## src/rtl/fetch_unit.sv

```systemverilog
// Instruction fetch FSM: one outstanding memory request, decode handshake, flush/drain.
// Define FETCH_MISALIGN_TRAP_EN to halt on misaligned PCs; otherwise PC bits [1:0] are masked.
module fetch_unit #(
   parameter logic [31:0] RESET_PC = 32'h0000_0000
) (
   input  logic        i_clk,
   input  logic        i_rst,
   output logic        o_imem_req,
   output logic [31:0] o_imem_addr,
   input  logic        i_imem_rvalid,
   input  logic [31:0] i_imem_rdata,
   output logic        o_instr_valid,
   output logic [31:0] o_instr,
   output logic [31:0] o_pc,
   output logic [31:0] o_pcplus4,
   input  logic        i_instr_ready,
   input  logic        i_pcsrc,
   input  logic [31:0] i_pctarget,
   input  logic        i_flush,
   input  logic [31:0] i_flush_pc,
   output logic [31:0] o_retired,
   output logic        o_misaligned
);

   localparam logic [31:0] NOP = 32'h0000_0013;

   typedef enum logic [2:0] {
      S_IDLE  = 3'd0,
      S_FETCH = 3'd1,
      S_VALID = 3'd2,
      S_DRAIN = 3'd3,
      S_HALT  = 3'd4
   } state_t;

   state_t      r_state;
   state_t      w_next_state;
   logic [31:0] r_pc;
   logic [31:0] r_instr;
   logic [31:0] r_retired;
   logic        w_accept;
   logic        w_capture;
   logic        w_pc_load;
   logic        w_trap;
   logic [31:0] w_pc_raw;
   logic [31:0] w_pc_new;

   // Flush outranks both the decode accept and a same-cycle memory response.
   assign w_accept  = (r_state == S_VALID) && i_instr_ready && !i_flush;
   assign w_capture = (r_state == S_FETCH) && i_imem_rvalid && !i_flush;
   assign w_pc_load = w_accept || i_flush;
   assign w_pc_raw  = i_flush ? i_flush_pc : (i_pcsrc ? i_pctarget : (r_pc + 32'd4));

`ifdef FETCH_MISALIGN_TRAP_EN
   logic r_misaligned;

   assign w_pc_new     = w_pc_raw;
   assign w_trap       = w_pc_load && (w_pc_raw[1:0] != 2'b00);
   assign o_misaligned = r_misaligned;

   always_ff @(posedge i_clk or posedge i_rst) begin
      if (i_rst) begin
         r_misaligned <= 1'b0;
      end else begin
         r_misaligned <= (w_next_state == S_HALT);
      end
   end
`else
   assign w_pc_new     = w_pc_raw & 32'hFFFF_FFFC;
   assign w_trap       = 1'b0;
   assign o_misaligned = 1'b0;
`endif

   always_ff @(posedge i_clk or posedge i_rst) begin
      if (i_rst) begin
         r_state <= S_IDLE;
      end else begin
         r_state <= w_next_state;
      end
   end

   always_comb begin
      w_next_state = r_state;
      case (r_state)
         S_IDLE: begin
            w_next_state = w_trap ? S_HALT : S_FETCH;
         end
         S_FETCH: begin
            // A flush without the response leaves one reply in flight that DRAIN must swallow.
            if (i_flush) begin
               if (w_trap) begin
                  w_next_state = S_HALT;
               end else if (i_imem_rvalid) begin
                  w_next_state = S_FETCH;
               end else begin
                  w_next_state = S_DRAIN;
               end
            end else if (i_imem_rvalid) begin
               w_next_state = S_VALID;
            end else begin
               w_next_state = S_FETCH;
            end
         end
         S_VALID: begin
            if (w_pc_load) begin
               w_next_state = w_trap ? S_HALT : S_FETCH;
            end else begin
               w_next_state = S_VALID;
            end
         end
         S_DRAIN: begin
            if (w_trap) begin
               w_next_state = S_HALT;
            end else if (i_imem_rvalid) begin
               w_next_state = S_FETCH;
            end else begin
               w_next_state = S_DRAIN;
            end
         end
         S_HALT: begin
            if (i_flush && !w_trap) begin
               w_next_state = S_FETCH;
            end else begin
               w_next_state = S_HALT;
            end
         end
         default: begin
            w_next_state = S_IDLE;
         end
      endcase
   end

   always_comb begin
      o_imem_req    = 1'b0;
      o_instr_valid = 1'b0;
      case (r_state)
         S_FETCH: begin
            o_imem_req    = 1'b1;
            o_instr_valid = 1'b0;
         end
         S_VALID: begin
            o_imem_req    = 1'b0;
            o_instr_valid = 1'b1;
         end
         default: begin
            o_imem_req    = 1'b0;
            o_instr_valid = 1'b0;
         end
      endcase
   end

   always_ff @(posedge i_clk or posedge i_rst) begin
      if (i_rst) begin
         r_pc      <= RESET_PC;
         r_instr   <= NOP;
         r_retired <= 32'd0;
      end else begin
         if (w_pc_load) begin
            r_pc <= w_pc_new;
         end
         if (w_capture) begin
            r_instr <= i_imem_rdata;
         end
         if (w_accept) begin
            r_retired <= r_retired + 32'd1;
         end
      end
   end

   assign o_imem_addr = r_pc;
   assign o_instr     = r_instr;
   assign o_pc        = r_pc;
   assign o_pcplus4   = r_pc + 32'd4;
   assign o_retired   = r_retired;

endmodule

```

## config.mk

```make
export PLATFORM = sky130hd
export DESIGN_NAME = fetch_unit
export DESIGN_NICKNAME = d
export VERILOG_FILES = /design/src/rtl/fetch_unit.sv
export SDC_FILE = /design/constraint.sdc
export NUM_CORES = 1
export LEC_CHECK = 0
export CAP_MARGIN = 40
export CELL_PAD_IN_SITES_DETAIL_PLACEMENT = 1
export CELL_PAD_IN_SITES_GLOBAL_PLACEMENT = 1
export CORE_MARGIN = 2
export CORE_UTILIZATION = 25
export DETAILED_ROUTE_END_ITERATION = 10
export PLACE_DENSITY_LB_ADDON = 0.1
export SYNTH_ARGS = -nofsm -noshare
export SYNTH_HDL_FRONTEND = slang
export SYNTH_SLANG_ARGS = --single-unit
```

## constraint.sdc

```tcl
create_clock -name i_clk -period 4.7 [get_ports i_clk]
set_clock_uncertainty 0.1 [all_clocks]
set_input_delay 0.94 -clock i_clk [delete_from_list [all_inputs] [get_ports i_clk]]
set_output_delay 0.94 -clock i_clk [all_outputs]
set_load 0.02 [all_outputs]
```

Word-level counts from Yosys, hierarchy flattened
Cells that the tools add are included.
{"block": "classes", "n_addsub": 2, "mux": 10, "eq_ne": 4, "n_reduce_logical": 7}
{"operator": "32-bit two-way mux", "count": 2}
{"operator": "32-bit by 1-bit adder with 32-bit output, second input constant", "count": 1}
{"operator": "32-bit by 3-bit adder with 32-bit output, second input constant", "count": 1}
{"operator": "3-bit case mux with 5 select lines", "count": 1}
{"operator": "3-bit by 2-bit equality test with 1-bit output, second input constant", "count": 2}
{"operator": "2-bit two-way mux", "count": 3}
{"operator": "3-bit two-way mux", "count": 2}
{"operator": "1-bit logical AND", "count": 4}
{"operator": "3-bit by 1-bit equality test with 1-bit output, second input constant", "count": 1}
{"operator": "3-bit equality test, second input constant", "count": 1}
{"operator": "3-bit logical NOT", "count": 1}
{"operator": "1-bit two-way mux", "count": 2}
{"operator": "1-bit logical NOT", "count": 1}
{"operator": "1-bit logical OR", "count": 1}
{"block": "word_totals", "in_bits": 102, "ff_bits": 97}

Longest topological paths before layout
{"block": "logic_depth", "depth_word": 6, "mapped_depth": 7, "ltp_nobuf": 6}

Least setup slack after synthesis
Ideal clock, no wire load.
{"block": "synth_timing", "path_type": "reg-to-output", "start": "register r_pc[4] (netlist: o_imem_addr[4])", "end": "output o_pcplus4[29]", "arrival_time_ns": 2.039, "required_time_ns": 3.660, "path_slack_ns": 1.621, "stages_incl_launch_ff": 6, "path_buffers": 1, "path_cell_list": "dfrtp_1 -> clkbuf_2 -> nand3_2 -> or4_4 -> nor4_4 -> xor2_1"}
{"block": "synth_between", "elab_chain_len": 1}
{"item": "from (decl)", "line": "37", "source": "logic [31:0] r_pc;"}
{"item": "from (signal assigned)", "line": "158", "source": "r_pc <= w_pc_new;"}
{"item": "32-bit by 3-bit adder with 32-bit output", "line": "172", "source": "assign o_pcplus4 = r_pc + 32'd4;"}
{"item": "to (decl)", "line": "15", "source": "output logic [31:0] o_pcplus4,"}
No other way between the ends.

Worst setup path in the final report
{"block": "layout_timing", "start": "register r_pc[2] (netlist: o_imem_addr[2])", "end": "output o_pcplus4[16]"}
Same word-level chain as after synthesis.

==> flow_metrics.py <==
metrics = {
    "worst_setup_path": {
        "r2r_end": "o_retired[24]",
        "crit-reg2reg-launch": "r_state[0]",
        "cp_slowest_cell": "clkdlybuf4s50_1",
        "startpoint": "o_imem_addr[2]",
        "path_class": "flip-flop to output port",
        "worstPathCellList": "ha_1, nand3_1, nor4_4, and3_1, xor2_1, clkdlybuf4s50_1",
        "cp.arrival_ps": 3030,
        "critical-path-max-stage-delay_ps": 650,
        "crit_end": "o_pcplus4[16]",
        "reg2reg_depth": 6,
        "crit_path_end_kind": "output port",
        "critPathMaxFanout": 9,
        "required_ps": 3660,
        "r2r_setup_slack_ps": 2170,
        "start_kind": "flip-flop",
    },
    "route": {
        "drt-pass1-iter-count": 4,
        "ant_nets": 0,
        "drt_iter0_drc": 167,
        "wl_per_cell_um": 18.2,
        "wirelength_mm": 19.2,
        "vias": 5017,
        "drt-vias-per-instance": 4.75,
        "drcViolationCount": 0,
    },
    "grt": {
        "antenna_found_initial": 1,
        "grt_pass1_wl_mm": 29.3,
        "first_global_vias": 5153,
        "grt_remaining_overflow": 0,
        "grt.total_usage_pct": 16.6,
        "grt_max_degree": 48,
    },
    "sta": {
        "fin_crit_ps": 4070,
        "tns_ps": 0,
        "max_freq_mhz": 246,
        "period_share_pct": 86.7,
        "rsz0062_at_grt": "no",
        "setup_viol": 0,
        "worst_pin_slew_ps": 869,
        "hold_viol": 0,
        "max_slew_margin_pct": 41.9,
        "drv_slew": 0,
    },
    "synthesis": {
        "synth_top_area_share_pct": 43.1,
        "synthCells": 554,
        "synth_area_per_cell_um2": 9.85,
        "async_reset_ff_share_pct": 100,
        "yosys-top-cells-area": "dfrtp_1, mux2_2, xnor2_1",
        "synth-main-ff-cell": "dfrtp_1",
        "synth-edff-count": 0,
        "ys_seq_area_share_pct": 44.5,
        "synth_area_um2": 5460,
        "synth_area_leader_cell": "dfrtp_1",
        "ys_warn_count": 0,
        "synth.distinct_cells": 52,
        "ys_seq_elements": 97,
    },
    "finish": {
        "nNetsFinal": 876,
        "final_util_pct": 38.8,
        "antennaDiodeCount": 0,
        "layout-drive-gt1-share_pct": 10.2,
        "area_delta_synth_final_pct": 53.7,
    },
    "clocking": {
        "post_cts_buffers": 0,
        "tritoncts": "yes",
        "cts.path.max_buffers": 2,
        "postCtsHoldBufs": 0,
        "cts_made_buffers": 9,
        "clkTransAtPathRegs_ps": 70,
        "clock-sinks": 97,
        "root_buffer": "clkbuf_16",
        "ctsResizeCount": 0,
        "htree_levels": 3,
        "clk_latency_ps": 350,
    },
    "place": {
        "dp_hpwl_mm": 14.2,
        "gp_congestion": 0.746,
        "io_buffers": 253,
    },
    "run_status": {
        "status": "finished, final reports clean",
    },
    "floorplan": {
        "coreArea_um2": 21600,
        "die-area_um2": 23000,
        "initial_core_util_pct": 25.2,
        "fp.dieH_um": 152,
        "ios": 265,
        "dieWidth_um": 152,
        "row_count": 54,
    },
    "job": {
        "maxCapViolations": 0,
    },
    "hold_path": {
        "hp-class": "flip-flop to flip-flop",
    },
    "pwr": {
        "powerDensity_nw_per_um2": 392,
        "vdd_drop_max_v": 0.000200,
        "leakage_nw": 3.40,
    },
}
[cell usage after synthesis, drive strengths merged (2+ instances only)]
master and number:
a22oi 2, inv 9, a221o 11, nor4 7, o22a 2, and2 5, mux2i 5, a41oi 2
nor2 38, nand2 53, nand2b 4, o211ai 2, a211oi 2, ha 3, xnor2 40, nand3 39
nand4 16, dfrtp 94, and4 6, clkbuf 19, or4 2, xor2 19, o21ai 19, a2bb2oi 2
a21oi 25, buf 46, mux2 34, a31o 2, o22ai 4, dfstp 3, nor3 14, and3 13
[layout make-up]
class,instances,area (um2)
multi-input cells,388,2640
flip-flops and latches,97,2430
repair buffers,265,2620
inverters,10,40.0
well taps,280,350
clock buffers,10,239
clock inverters,6,73.8
fillers,2473,13200
[worst max-delay path, delay by kind of cell (launching register included)]
kind | cells | cell delay (ps)
fa+ha+maj | 1 | 310
xor+xnor | 1 | 220
simple gates | 3 | 1010
flops | 1 | 500
buf+inv | 1 | 650
[logic make-up (layout without fill, tap and decap cells)]
| family | Yosys count | count (layout) | synth area share [%] |
|---|---|---|---|
| other | 1 | 7 | 0.0687 |
| buffers and inverters | 75 | 291 | 7.82 |
| AO/OA/AOI/OAI | 79 | 79 | 9.53 |
| multiplexers | 39 | 39 | 7.93 |
| XOR/XNOR | 59 | 59 | 9.47 |
| adder cells (fa/ha/maj) | 3 | 3 | 0.688 |
| AND/OR/NAND/NOR | 201 | 201 | 20.0 |
| flip-flops | 97 | 97 | 44.5 |
[state kept, by name, indices dropped and copies added (netlist names)]
name and flops:
o_instr 32, o_retired 32, o_imem_addr 30, r_state 3
[cells in the final DEF, fill, tap and decap left out, types with 4 or more instances in the layout]
master | synthesis | routed
nand2_1 | 53 | 53
nand2b_1 | 4 | 4
nor2_1 | 38 | 38
clkbuf_16 | 0 | 9
mux2i_1 | 5 | 5
xnor2_1 | 40 | 40
nand3_1 | 38 | 38
clkdlybuf4s50_1 | 0 | 252
and2_1 | 5 | 5
o21ai_0 | 19 | 19
nor3_1 | 14 | 14
and3_1 | 13 | 13
xor2_1 | 19 | 19
mux2_2 | 34 | 34
inv_1 | 9 | 8
a221o_1 | 11 | 11
a21oi_1 | 25 | 25
and4_1 | 6 | 6
dfrtp_1 | 94 | 94
buf_4 | 37 | 12
nor4_4 | 4 | 4
o22ai_1 | 4 | 4
nand4_1 | 15 | 15
conb_1 | 1 | 7
[how the worst min path moves through the flow]
stage | startpoint | endpoint | slack [ps] | depth (start not counted)
final | o_retired[31] | o_retired[31] | 380 | 1
after global routing | o_retired[29] | o_retired[29] | 410 | 1
after CTS | o_retired[31] | o_retired[31] | 390 | 1
after detailed placement | o_retired[31] | o_retired[31] | 370 | 1
after global placement | o_retired[31] | o_retired[31] | 360 | 1
after floorplan | r_state[2] | r_state[1] | 400 | 1
[stage by stage]
step / area, um2 / setup WS, ps / total power, mW / instances / hold WS, ps
2_1_floorplan: 5480 / 1130 / 1.87 / 560 / 403
3_3_place_gp: 8080 / 970 / 2.52 / 1040 / 363
3_5_place_dp: 8080 / 968 / 2.54 / 1040 / 372
4_1_cts: 8390 / 563 / 3.35 / 1056 / 386
5_1_grt: 8390 / 399 / 3.48 / 1056 / 410
6_report: 8390 / 627 / 3.29 / 1056 / 381
[routing by layer]
metal	share of wire [%]	GRT usage (%)	vias to the layer above	wire, um
met4	1.2	4.49	0	226
met3	7.5	4.46	13	1440
met1	45	22.0	2480	8570
met2	47	26.7	167	8970
li1	-	-	2357	-
met5	0	0	-	0
[power breakdown]
group | switching (mW) | total [mW] | internal (mW)
Clock | 0.353 | 0.789 | 0.436
Combinational | 0.636 | 1.32 | 0.684
Sequential | 0.157 | 1.18 | 1.03
Total | 1.15 | 3.29 | 2.15
Power figures use the tool's default switching activity.
